### config.mk
export PLATFORM = sky130hd
export DESIGN_NAME = id_stage
export DESIGN_NICKNAME = d
export VERILOG_FILES = /design/src/rtl/isa_pkg.sv /design/src/rtl/reg_file.sv /design/src/rtl/id_stage.sv
export SDC_FILE = /design/constraint.sdc
export NUM_CORES = 1
export LEC_CHECK = 0
export BUFFER_PORTS_ARGS = -buffer_cell sky130_fd_sc_hd__buf_4
export CORE_AREA = 2 2 191 99
export CTS_CLUSTER_SIZE = 10
export DETAILED_ROUTE_END_ITERATION = 7
export DIE_AREA = 0 0 193 101
export PLACE_DENSITY = 0.72
export SYNTH_ARGS = -nofsm -noshare
export SYNTH_HDL_FRONTEND = slang
export SYNTH_HIERARCHICAL = 1
export SYNTH_SLANG_ARGS = --single-unit
### constraint.sdc
create_clock -name clk -period 5.1 [get_ports clk]
set_input_delay 0.51 -clock clk [delete_from_list [all_inputs] [get_ports clk]]
set_output_delay 0.51 -clock clk [all_outputs]
set_load 0.005 [all_outputs]
### src/rtl/isa_pkg.sv
// Shared ISA definitions for the decode stage: widths, opcodes, ALU op classes,
// instruction field positions and the decoded control bundle.
package isa_pkg;

  localparam int DATA_W     = 16;
  localparam int REG_ADDR_W = 3;
  localparam int NUM_REGS   = 8;
  localparam int IMM_W      = 6;

  // Instruction field bit positions
  localparam int OP_MSB  = 15;
  localparam int OP_LSB  = 12;
  localparam int RS_MSB  = 11;
  localparam int RS_LSB  = 9;
  localparam int RT_MSB  = 8;
  localparam int RT_LSB  = 6;
  localparam int RD_MSB  = 5;
  localparam int RD_LSB  = 3;
  localparam int IMM_MSB = 5;
  localparam int IMM_LSB = 0;

  typedef enum logic [3:0] {
    OP_RTYPE = 4'b0000,
    OP_ADDI  = 4'b0001,
    OP_LW    = 4'b0100,
    OP_SW    = 4'b0101,
    OP_BEQ   = 4'b0110,
    OP_NOP   = 4'b1111
  } opcode_e;

  typedef enum logic [1:0] {
    ALU_ADD  = 2'b00,
    ALU_SUB  = 2'b01,
    ALU_FUNC = 2'b10
  } alu_op_e;

  // Decoded control bundle, in the order ID/EX consumes it
  typedef struct packed {
    logic    regDst;
    logic    aluSrc;
    logic    memToReg;
    logic    regWrite;
    logic    memRead;
    logic    memWrite;
    logic    branch;
    alu_op_e aluOp;
  } ctrl_t;

  localparam ctrl_t CTRL_NONE = '{default: '0, aluOp: ALU_ADD};

  // Replicates the top immediate bit across the upper datapath bits
  function automatic logic [DATA_W-1:0] signExtend(input logic [IMM_W-1:0] imm);
    return {{(DATA_W-IMM_W){imm[IMM_W-1]}}, imm};
  endfunction

endpackage

### src/rtl/reg_file.sv
// 8x16 register file with two combinational read ports, one write port,
// write-to-read bypass and r0 hardwired to zero.
module reg_file
  import isa_pkg::*;
#(
  parameter int DW = DATA_W,
  parameter int AW = REG_ADDR_W,
  parameter int NR = NUM_REGS
) (
  input  logic          clk,
  input  logic          rst,
  input  logic          we_i,
  input  logic [AW-1:0] waddr_i,
  input  logic [DW-1:0] wdata_i,
  input  logic [AW-1:0] raddr1_i,
  input  logic [AW-1:0] raddr2_i,
  output logic [DW-1:0] rdata1_o,
  output logic [DW-1:0] rdata2_o
);

  logic [DW-1:0] regs_q [NR];
  logic          writeEn;

  // r0 is never stored, so a write aimed at it is simply dropped
  assign writeEn = we_i && (waddr_i != '0);

  // Storage array: cleared asynchronously, written on the rising edge
  always_ff @(posedge clk or posedge rst) begin
    if (rst) begin
      for (int i = 0; i < NR; i++) begin
        regs_q[i] <= '0;
      end
    end else if (writeEn) begin
      regs_q[waddr_i] <= wdata_i;
    end
  end

  // Read ports: r0 reads zero, a same-cycle writeback is forwarded, else the array
  always_comb begin
    rdata1_o = regs_q[raddr1_i];
    rdata2_o = regs_q[raddr2_i];
    if (raddr1_i == '0) begin
      rdata1_o = '0;
    end else if (writeEn && (waddr_i == raddr1_i)) begin
      rdata1_o = wdata_i;
    end
    if (raddr2_i == '0) begin
      rdata2_o = '0;
    end else if (writeEn && (waddr_i == raddr2_i)) begin
      rdata2_o = wdata_i;
    end
  end

endmodule

### src/rtl/id_stage.sv
// Instruction-decode stage: register file read, control decode, immediate
// sign extension, load-use hazard detection with a one-cycle bubble, and a
// saturating count of stall cycles.
module id_stage
  import isa_pkg::*;
#(
  parameter int DATA_W     = isa_pkg::DATA_W,
  parameter int REG_ADDR_W = isa_pkg::REG_ADDR_W,
  parameter int NUM_REGS   = isa_pkg::NUM_REGS,
  parameter int IMM_W      = isa_pkg::IMM_W
) (
  input  logic                  clk,
  input  logic                  rst,
  input  logic                  hit,
  input  logic [DATA_W-1:0]     instr_in,
  input  logic [DATA_W-1:0]     adder_pc_in,
  input  logic                  flush_in,
  input  logic                  wb_reg_write,
  input  logic [REG_ADDR_W-1:0] wb_write_reg,
  input  logic [DATA_W-1:0]     wb_write_data,
  input  logic                  ex_mem_read,
  input  logic [REG_ADDR_W-1:0] ex_rt,
  output logic [DATA_W-1:0]     adder_pc_out,
  output logic [DATA_W-1:0]     read_data_1_out,
  output logic [DATA_W-1:0]     read_data_2_out,
  output logic [DATA_W-1:0]     sign_extended_immediate_out,
  output logic [REG_ADDR_W-1:0] rt_out,
  output logic [REG_ADDR_W-1:0] rd_out,
  output logic                  RegDst_out,
  output logic                  ALUSrc_out,
  output logic                  MemToReg_out,
  output logic                  RegWrite_out,
  output logic                  MemRead_out,
  output logic                  MemWrite_out,
  output logic                  Branch_out,
  output logic [1:0]            ALUOp_out,
  output logic                  stall,
  output logic                  illegal_op,
  output logic [15:0]           stall_count
);

  logic [3:0]            opcode;
  logic [REG_ADDR_W-1:0] rsField;
  logic [REG_ADDR_W-1:0] rtField;
  logic [REG_ADDR_W-1:0] rdField;
  logic [IMM_W-1:0]      immField;
  ctrl_t                 decCtrl;
  ctrl_t                 outCtrl;
  logic                  decIllegal;
  logic                  usesRt;
  logic                  bubble;
  logic [15:0]           stallCount_q;
  logic [15:0]           stallCount_d;

  assign opcode   = instr_in[OP_MSB:OP_LSB];
  assign rsField  = instr_in[RS_MSB:RS_LSB];
  assign rtField  = instr_in[RT_MSB:RT_LSB];
  assign rdField  = instr_in[RD_MSB:RD_LSB];
  assign immField = instr_in[IMM_MSB:IMM_LSB];

  reg_file #(
    .DW(DATA_W),
    .AW(REG_ADDR_W),
    .NR(NUM_REGS)
  ) u_reg_file (
    .clk     (clk),
    .rst     (rst),
    .we_i    (wb_reg_write),
    .waddr_i (wb_write_reg),
    .wdata_i (wb_write_data),
    .raddr1_i(rsField),
    .raddr2_i(rtField),
    .rdata1_o(read_data_1_out),
    .rdata2_o(read_data_2_out)
  );

  // Opcode decode into the control bundle; unknown opcodes decode as a bubble and flag illegal
  always_comb begin
    decCtrl    = CTRL_NONE;
    decIllegal = 1'b0;
    usesRt     = 1'b0;
    case (opcode)
      OP_RTYPE: begin
        decCtrl.regDst   = 1'b1;
        decCtrl.regWrite = 1'b1;
        decCtrl.aluOp    = ALU_FUNC;
        usesRt           = 1'b1;
      end
      OP_ADDI: begin
        decCtrl.aluSrc   = 1'b1;
        decCtrl.regWrite = 1'b1;
      end
      OP_LW: begin
        decCtrl.aluSrc   = 1'b1;
        decCtrl.memToReg = 1'b1;
        decCtrl.regWrite = 1'b1;
        decCtrl.memRead  = 1'b1;
      end
      OP_SW: begin
        decCtrl.aluSrc   = 1'b1;
        decCtrl.memWrite = 1'b1;
        usesRt           = 1'b1;
      end
      OP_BEQ: begin
        decCtrl.branch   = 1'b1;
        decCtrl.aluOp    = ALU_SUB;
        usesRt           = 1'b1;
      end
      OP_NOP: begin
        decCtrl = CTRL_NONE;
      end
      default: begin
        decIllegal = 1'b1;
      end
    endcase
  end

  // Load-use detection: the load in ID/EX targets a register this instruction reads.
  // Stall stays asserted under flush so PC logic can still see it and prioritise the redirect.
  always_comb begin
    stall = ex_mem_read && (ex_rt != '0) &&
            ((ex_rt == rsField) || (usesRt && (ex_rt == rtField)));
  end

  // Either a stall or a flush turns this slot into a bubble
  always_comb begin
    bubble     = stall || flush_in;
    outCtrl    = bubble ? CTRL_NONE : decCtrl;
    illegal_op = decIllegal && !flush_in;
  end

  assign RegDst_out   = outCtrl.regDst;
  assign ALUSrc_out   = outCtrl.aluSrc;
  assign MemToReg_out = outCtrl.memToReg;
  assign RegWrite_out = outCtrl.regWrite;
  assign MemRead_out  = outCtrl.memRead;
  assign MemWrite_out = outCtrl.memWrite;
  assign Branch_out   = outCtrl.branch;
  assign ALUOp_out    = outCtrl.aluOp;

  assign adder_pc_out                = adder_pc_in;
  assign rt_out                      = rtField;
  assign rd_out                      = rdField;
  assign sign_extended_immediate_out = signExtend(immField);

  // Next stall count: advance only on a real stall while the cache is not freezing us, and stick at all-ones
  always_comb begin
    stallCount_d = stallCount_q;
    if (stall && hit && (stallCount_q != 16'hFFFF)) begin
      stallCount_d = stallCount_q + 16'd1;
    end
  end

  // Stall counter register, cleared asynchronously
  always_ff @(posedge clk or posedge rst) begin
    if (rst) begin
      stallCount_q <= '0;
    end else begin
      stallCount_q <= stallCount_d;
    end
  end

  assign stall_count = stallCount_q;

endmodule
==> reports/metrics.cfg, run 1 <==
[grt]
track_usage_pct=24.5
grt_pass1_wl_um=34700
grt_max_degree=85
first_global_vias=5834
gr-total-overflow=0
antenna_found_initial=0

[pwr]
ir_drop_mv=0.256
power_density_nw_per_um2=374
cellLeakagePower_nw=4.17
switching_share_pct=29.9
seqPwrFrac_pct=42.0
p_total_mw=3.62
switchingPower_mw=1.08
p_comb_share_pct=25.6
p_int_mw=2.54
clkPwrFrac_pct=32.4

[clocking]
htree_num_levels=4
ctsRootBufferMaster=clkbuf_16
numCtsBuffers=17
cts_tree=built
cts_num_sinks=144
clkTransAtPathRegs_ps=60
insertion_delay_ps=420
cts_buffer_depth=2
post_cts_resized=0
hold_buffers=0
postCtsSetupBuffers=0

[timing]
finClkSkew_ps=2.50
slew_viol_final=0
max_slew_margin_pct=27.6
rsz0062_at_grt=no
tightest_slew_ps=1080
hold_ws_ps=187
report.final.hold_viol_count=0
fmax_ghz=0.277
tns_ps=0
min_period_ps=3610
fin_crit_sh_pct=70.7
setup_violations=0

[cells_and_area]
fill_cells=1470
multi_input_area_um2=4440
seq_area_um2=3600
final_common_cell=dfrtp_1
fin_nets=716
antennaDiodeCount=0
final_cells=908
layout_common_cells=144 x dfrtp_1, 113 x mux2_2, 105 x buf_4
design_area_um2=9700
drive_gt1_share_pct=51.5
syn_to_final_growth_pct=10.8

[drt]
drt-total-wl_um=22800
drcViolationCount=0
first_pass_iters=5
wire_per_inst_um=25.1
ant_nets=0
drt-initial-drc-count=530
vias_per_cell=6.42
dr_total_vias=5829

[critical_path]
critPathMaxStageDelay_ps=790
endpoint_kind=primary output
crit_arrival_ps=3100
slowest_stage=a32oi_2
path_class=in -> out
path_common_cell=buf_4
cp.required_ps=4590
path_cells=buf_4 -> xor2_1 -> nor4_2 -> a32oi_2 -> o21ai_1 -> nor3_1 -> buf_4
worstSetupStartpointType=primary input
crit_path_max_fanout=37

[placed_design]
io_buffer_count=99
placed_area_um2=9150
dp_hpwl_um=14600
gp_congestion=0.824
dp_cells=876

[floorplan]
initial_utilization_pct=48.7
num_rows=35
die_y_um=101
core-area_um2=18000
ioPinCount=157
dieArea_um2=19500
fp.dieW_um=193

[worst_hold_path]
hp-class=in -> async

[outcome]
status=finished clean

[logic_synthesis]
syn_area_per_cell_um2=13.7
synthCells=637
yosysSeqAreaShare_pct=41.2
yosys_warnings=6
ys_types=52
synth-seq-cells=144
syn_nets=698
synth_area_um2=8750

[run]
maxCapViolCount=0

-- worst max-delay path: cells and delay by family --
family	cells	cell delay, ps
AND/OR/NAND/NOR	2	400
buffers and inverters	2	750
XOR/XNOR	1	240
AO/OA/AOI/OAI	2	1180
-- cell usage after synthesis (all sizes together) --
| cell | count | area, um^2 |
|---|---|---|
| xnor2 | 9 | 113 |
| nand3 | 9 | 57.6 |
| o31ai | 17 | 128 |
| mux4 | 64 | 1450 |
| and4 | 1 | 8.76 |
| a21oi | 17 | 123 |
| nor2 | 8 | 30.0 |
| or3 | 3 | 18.8 |
| xor2 | 19 | 166 |
| ha | 1 | 12.5 |
| and3b | 1 | 10.0 |
| nor4 | 11 | 124 |
| o22ai | 1 | 6.26 |
| clkbuf | 21 | 88.8 |
| or4 | 1 | 7.51 |
| mux2 | 113 | 1270 |
| nor3b | 1 | 7.51 |
| o311ai | 1 | 8.76 |
| nor3 | 12 | 65.1 |
| buf | 85 | 646 |
| a41o | 1 | 10.0 |
| nand2b | 2 | 12.5 |
| or2 | 1 | 6.26 |
| nor4bb | 2 | 20.0 |
| mux2i | 32 | 320 |
| inv | 3 | 11.3 |
| o311a | 16 | 160 |
| o21ai | 18 | 90.1 |
| and4bb | 1 | 12.5 |
| nand4b | 3 | 45.0 |
| nand2 | 10 | 40.0 |
| a32oi | 1 | 16.3 |
| a211o | 2 | 17.5 |
| nand4 | 6 | 43.8 |
| dfrtp | 144 | 3600 |
-- kinds of logic after synthesis --
kind of cell             after synthesis  synth area share [%]
AND/OR/NAND/NOR                       72                  5.82
adder cells (fa/ha/maj)                1                 0.143
AO/OA/AOI/OAI                         74                  6.39
multiplexers                         209                  34.8
XOR/XNOR                              28                  3.19
flip-flops                           144                  41.2
buffers and inverters                109                  8.52
-- final timing paths --
path                                         from                     end  slack [ps]  cells after the start
min                                           rst         stall_count[12]         190                      2
max                                   instr_in[7]             MemRead_out        1490                      7
min reg2reg                u_reg_file/regs_q[122]  u_reg_file/regs_q[122]         390                      0
max in group asynchronous                     rst   u_reg_file/regs_q[35]        3530                      3
min in group clk                 wb_write_data[5]  u_reg_file/regs_q[101]         390                      2
max reg2reg                        stall_count[0]         stall_count[15]        2940                      6
-- final cells by class --
| type | count | share of cell area, % |
|---|---|---|
| inverters | 3 | 0.142 |
| multi-input cells | 384 | 45.8 |
| well taps | 240 | 3.10 |
| repair buffers | 105 | 8.13 |
| flip-flops and latches | 144 | 37.2 |
| clock buffers | 19 | 4.57 |
| clock inverters | 13 | 1.11 |
-- routing by layer --
layer / track usage, % / vias up / share of wire, %
met5: 0 / - / 0
met4: 5.54 / 0 / 0.83
met3: 6.61 / 20 / 7.2
met2: 37.0 / 214 / 46
met1: 35.5 / 3154 / 46
li1: - / 2441 / -
-- registers in the layout, indices dropped and copies added, names as in the netlist --
signal / flops
u_reg_file/regs_q: 128
stall_count: 16
-- power groups by stage --
stage / Sequential (mW) / Combinational (mW) / Clock (mW)
floorplan: 1.48 / 0.667 / 0
global placement: 1.51 / 0.895 / 0
detailed placement: 1.53 / 0.923 / 0
CTS: 1.52 / 0.928 / 1.18
global route: 1.55 / 0.992 / 1.25
finish: 1.52 / 0.926 / 1.17
-- metrics by stage --
| step | setup WS, ps | utilization (%) |
|---|---|---|
| 3_3_place_gp | 1670 | 50.9 |
| 5_1_grt | 1350 | 54.0 |
| 4_1_cts | 1550 | 54.0 |
| 3_5_place_dp | 1550 | 50.9 |
| 6_report | 1490 | 54.0 |
| 2_1_floorplan | 1180 | - |
(Power assumes the default switching activity.)
==> run 2, diff against run 1 <==
--- a/config.mk
+++ b/config.mk
@@ -10,7 +10,7 @@
 export CTS_CLUSTER_SIZE = 10
 export DETAILED_ROUTE_END_ITERATION = 7
 export DIE_AREA = 0 0 193 101
-export PLACE_DENSITY = 0.72
+export PLACE_DENSITY = 0.75
 export SYNTH_ARGS = -nofsm -noshare
 export SYNTH_HDL_FRONTEND = slang
 export SYNTH_HIERARCHICAL = 1
==> constraint.sdc (replaced) <==
create_clock -name clk -period 2.95 [get_ports clk]
set_input_delay 0.295 -clock clk [delete_from_list [all_inputs] [get_ports clk]]
set_output_delay 0.295 -clock clk [all_outputs]
set_load 0.005 [all_outputs]
==> run 2 against run 1 <==
Hold slack worse by 8.4 ps. Core utilization is 1.5 points higher. Largest power group unchanged. Total power grew 82%. Clock skew up 9.6 ps. Sequential power is 74% higher. Clock power rose by 100%. Combinational power rose by 75%. Cell count up 2.0%. Critical path type unchanged. Critical path depth is the same.
==> reports/metrics.cfg, run 2 (synthesized netlist as in run 1, its figures left out) <==
[outcome]
status=finished clean

[drt]
vias_per_cell=6.22
dr_total_vias=5759
ant_nets=0
drcViolationCount=0
first_pass_iters=5
drt-initial-drc-count=397
wire_per_inst_um=24.5
drt-total-wl_um=22700

[pwr]
switching_share_pct=27.7
power_density_nw_per_um2=663
p_int_mw=4.77
cellLeakagePower_nw=4.32
p_comb_share_pct=24.5
clkPwrFrac_pct=35.4
switchingPower_mw=1.83
ir_drop_mv=0.433
seqPwrFrac_pct=40.0

[timing]
slew_viol_final=0
min_period_ps=2480
tightest_slew_ps=935
worst_slack_ps=468
setup_violations=0
report.final.hold_viol_count=0
tns_ps=0
fin_crit_sh_pct=84.1
fmax_ghz=0.403
rsz0062_at_grt=no
max_slew_margin_pct=37.5
finClkSkew_ps=12.1

[cells_and_area]
largest_register=u_reg_file/regs_q
design_area_um2=9960
largest_reg_flops=128
drive_gt1_share_pct=52.6
antennaDiodeCount=0
syn_to_final_growth_pct=13.8
layout_common_cells=144 x dfrtp_1, 119 x buf_4, 113 x mux2_2
fin_util_pct=55.5
final_common_cell=dfrtp_1
fin_nets=734
final_cells=926

[grt]
first_global_vias=5841
track_usage_pct=24.4
antenna_found_initial=0
grt_pass1_wl_um=35000
grt_max_degree=40
gr-total-overflow=0

[clocking]
post_cts_resized=0
hold_buffers=1
cts_tree=built
clkTransAtPathRegs_ps=70
cts_num_sinks=144
cts_buffer_depth=2
htree_num_levels=4
ctsRootBufferMaster=clkbuf_16
insertion_delay_ps=430
numCtsBuffers=17
postCtsSetupBuffers=0

[critical_path]
startpoint=instr_in[7]
endpoint_kind=primary output
path_cells=buf_4 -> xor2_1 -> nor4_2 -> a32oi_2 -> o21ai_1 -> nor3_1 -> buf_4
worstReg2RegEnd=stall_count[15]
endpoint=MemToReg_out
rr_startpoint=stall_count[0]
critPathMaxStageDelay_ps=450
path_class=in -> out
rr_worst_depth=6
crit_path_max_fanout=29
crit_arrival_ps=2190
slowest_stage=buf_4
ff2ff_setup_slack_ps=830
cp.required_ps=2650
path_common_cell=buf_4
worstSetupStartpointType=primary input

[placed_design]
dp_cells=893
gp_congestion=0.848
place_ws_ps=463
placed_area_um2=9310
dp_hpwl_um=15100
io_buffer_count=99

[run]
maxCapViolCount=0

[worst_hold_path]
hp-class=in -> reg
min_from=wb_write_data[11]

[floorplan]
ioPinCount=157
initial_utilization_pct=48.7
core-area_um2=18000
fp.dieW_um=193
num_rows=35
die_y_um=101
dieArea_um2=19500

run 2: cell count changes in the layout (fill, tap and decap cells not counted):
cell / change
buf_12: +3
inv_6: -1
clkinv_4: -3
bufinv_16: +4
clkinvlp_4: -2
dlygate4sd3_1: +1
buf_4: +14
clkbuf_8: +1
inv_4: -1
clkinv_2: +2
run 2: area by class of cell:
cell class              instances  area (um^2)
multi-input cells             384         4440
clock inverters                12          180
fillers                      1446         8000
inverters                       3         15.0
repair buffers                123          963
flip-flops and latches        144         3600
clock buffers                  20          457
well taps                     240          300
run 2: power by group through the flow:
stage               Clock [mW]  Sequential, mW  Combinational [mW]
floorplan                    0            2.55                1.15
global placement             0            2.62                1.56
detailed placement           0            2.65                1.61
CTS                       2.37            2.63                1.62
global route              2.47            2.68                1.74
finish                    2.34            2.64                1.62
run 2: worst min-delay path by stage:
stage	endpoint	slack, ps	cells after the start
finish	u_reg_file/regs_q[91]	180	2
global route	u_reg_file/regs_q[91]	180	2
CTS	u_reg_file/regs_q[91]	160	2
detailed placement	u_reg_file/regs_q[116]	380	0
global placement	u_reg_file/regs_q[125]	380	0
floorplan	stall_count[0]	210	1
run 2: metal layers:
layer	part of all wire [%]	vias to the layer above	wire [um]	global-route usage [%]
met5	0	-	0	0
met4	0.96	0	217	6.47
met3	8.8	22	2000	8.60
met2	45	233	10200	35.8
met1	45	3023	10300	34.7
li1	-	2481	-	-
run 2: per-stage QoR:
stage / hold slack [ps] / power, mW
floorplan: 209 / 3.70
global placement: 376 / 4.18
detailed placement: 382 / 4.27
CTS: 162 / 6.62
global route: 180 / 6.89
finish: 178 / 6.60
run 2: critical path: cells and delay by family:
kind	cells	cell delay, ps
AO/OA/AOI/OAI	2	640
buffers and inverters	2	620
AND/OR/NAND/NOR	2	390
XOR/XNOR	1	230
==> run 3, diff against run 2 <==
--- a/config.mk
+++ b/config.mk
@@ -5,12 +5,13 @@
 export SDC_FILE = /design/constraint.sdc
 export NUM_CORES = 1
 export LEC_CHECK = 0
+export ABC_AREA = 1
 export BUFFER_PORTS_ARGS = -buffer_cell sky130_fd_sc_hd__buf_4
-export CORE_AREA = 2 2 191 99
+export CORE_AREA = 2 2 196 102
 export CTS_CLUSTER_SIZE = 10
 export DETAILED_ROUTE_END_ITERATION = 7
-export DIE_AREA = 0 0 193 101
-export PLACE_DENSITY = 0.75
+export DIE_AREA = 0 0 198 104
+export PLACE_DENSITY = 0.71
 export SYNTH_ARGS = -nofsm -noshare
 export SYNTH_HDL_FRONTEND = slang
 export SYNTH_HIERARCHICAL = 1
==> constraint.sdc (replaced) <==
create_clock -name clk -period 2.6 [get_ports clk]
set_input_delay 0.26 -clock clk [delete_from_list [all_inputs] [get_ports clk]]
set_output_delay 0.26 -clock clk [all_outputs]
set_load 0.005 [all_outputs]
==> run 3 against run 2 <==
Clock-buffer cell count grew 1. Total power grew 8.0%. Sequential share of layout area shrank 1.7 points. Non-clock buffer count grew 11. Sequential cell count is the same. Core utilization shrank 0.35 points. Combinational power is essentially flat. Sequential power grew 11%. Register-to-register slack lost 150 ps. Via count grew 61%. Synthesized area grew 5.6%. Critical path depth is the same. Critical path type unchanged. Highest routed layer unchanged.
==> reports/metrics.cfg, run 3 <==
[outcome]
status=finished clean

[clocking]
cts_buffer_depth=2
insertion_delay_ps=440
ctsRootBufferMaster=clkbuf_16
cts_num_sinks=144
postCtsSetupBuffers=0
clkTransAtPathRegs_ps=60
numCtsBuffers=17
htree_num_levels=4
cts_tree=built

[logic_synthesis]
synth_edf_count=0
synth_area_leaders=dfrtp_1 39%, nand2_1 21%, nand3_1 12%
yosys_warnings=6
synth_area_leader_cell=dfrtp_1
synth_flop_cell=dfrtp_1
synthCells=1355
synth-seq-cells=144
syn_area_per_cell_um2=6.82
yosysTopAreaCellShare_pct=39.0
synth.top_cells.by_count=520 x nand2_1, 213 x nand3_1, 144 x dfrtp_1, 99 x nor2_1, 96 x o21ai_0
async_flop_share_pct=100
ys_types=36
synth.most_common_cell=nand2_1
yosysSeqAreaShare_pct=39.0
syn_nets=1416
synth_area_um2=9240

[floorplan]
core-area_um2=19000
ioPinCount=157
dieArea_um2=20600
initial_utilization_pct=48.7
fp.dieW_um=198
num_rows=36
die_y_um=104

[timing]
fin_crit_sh_pct=83.5
min_period_ps=2170
tightest_slew_ps=727
finClkSkew_ps=5.43
max_slew_margin_pct=51.4
tns_ps=0
fmax_ghz=0.461
hold_ws_ps=184
setup_violations=0
slew_viol_final=0
worst_slack_ps=429
report.final.hold_viol_count=0
rsz0062_at_grt=no

[cells_and_area]
largest_reg_flops=128
final_cells=1652
design_area_um2=10500
layout_common_cells=520 x nand2_1, 213 x nand3_1, 144 x dfrtp_1
final_common_cell=nand2_1
antennaDiodeCount=0
syn_to_final_growth_pct=13.1
drive_gt1_share_pct=14.8
largest_register=u_reg_file/regs_q
fin_nets=1434
fin_util_pct=55.1

[pwr]
power_density_nw_per_um2=682
ir_drop_mv=0.488
p_total_mw=7.12
cellLeakagePower_nw=5.32

[drt]
first_pass_iters=5
ant_nets=0
drt-total-wl_um=31700
drcViolationCount=0
dr_total_vias=9294
wire_per_inst_um=19.2
drt-initial-drc-count=1281
vias_per_cell=5.63

[placed_design]
dp_hpwl_um=22100
place_ws_ps=526
gp_congestion=0.941
dp_cells=1619
placed_area_um2=9830
io_buffer_count=99

[grt]
antenna_found_initial=0
gr-total-overflow=0
first_global_vias=8189
grt_max_degree=49
track_usage_pct=31.4
grt_pass1_wl_um=48900

[critical_path]
crit_path_max_fanout=19
path_class=in -> out
worstSetupStartpointType=primary input
endpoint_kind=primary output
cp.required_ps=2340
crit_arrival_ps=1910

[worst_hold_path]
hp-class=in -> reg

[run]
maxCapViolCount=0

## run 3: changes by cell type after synthesis, sizes merged, moves of 13 or more
cell and delta:
o21ai +78, mux4 -64, mux2 -113, clkbuf +16, mux2i -32, o31ai -16
buf +13, nand2 +518, o311a -16, inv +45, nor2 +101, nand3 +208
## run 3: cell type report
| type | count | area (um^2) |
|---|---|---|
| fillers | 1810 | 8510 |
| multi-input cells | 1026 | 4640 |
| flip-flops and latches | 144 | 3600 |
| repair buffers | 134 | 1060 |
| clock buffers | 21 | 450 |
| well taps | 266 | 333 |
| inverters | 50 | 204 |
| clock inverters | 11 | 163 |
## run 3: worst paths after layout
kind	start	endpoint	slack [ps]	cells after the start
max	instr_in[11]	read_data_1_out[15]	430	7
min	wb_write_data[7]	u_reg_file/regs_q[7]	180	3
max reg2reg	stall_count[0]	stall_count[8]	680	7
min reg2reg	u_reg_file/regs_q[118]	u_reg_file/regs_q[118]	400	0
max in group asynchronous	rst	u_reg_file/regs_q[80]	1380	4
min in group asynchronous	rst	u_reg_file/regs_q[33]	470	3
## run 3: where the power goes
group	internal, mW	leakage (nW)	switching, mW
Clock	1.62	0.293	0.970
Combinational	0.626	3.19	0.973
Sequential	2.60	1.83	0.339
Total	4.84	5.32	2.28
## run 3: layer usage
metal  share of wire, %  global-route usage (%)  vias to the layer above
met5                  0                       0                        -
met3                 16                    14.9                       34
met4                1.0                    6.98                        0
met2                 37                    37.8                      634
li1                   -                       -                     4350
met1                 45                    48.9                     4276
## run 3: repair_timing
action / CTS / global route
hold buffers: 1 / 0
resized for setup: 0 / 0
endpoints found under the hold margin: 36 / 0
## run 3: cells by family after synthesis
| kind of cell | after synthesis | share of synthesized area (%) |
|---|---|---|
| adder cells (fa/ha/maj) | 1 | 0.135 |
| XOR/XNOR | 21 | 2.07 |
| AND/OR/NAND/NOR | 875 | 40.7 |
| buffers and inverters | 185 | 10.8 |
| flip-flops | 144 | 39.0 |
| AO/OA/AOI/OAI | 129 | 7.27 |
## run 3: critical path: stages
cell and delay (ps):
buf_4 220, inv_4 80, buf_4 280, nand3_1 580, nand2_1 230, nor2_1 90, buf_4 140
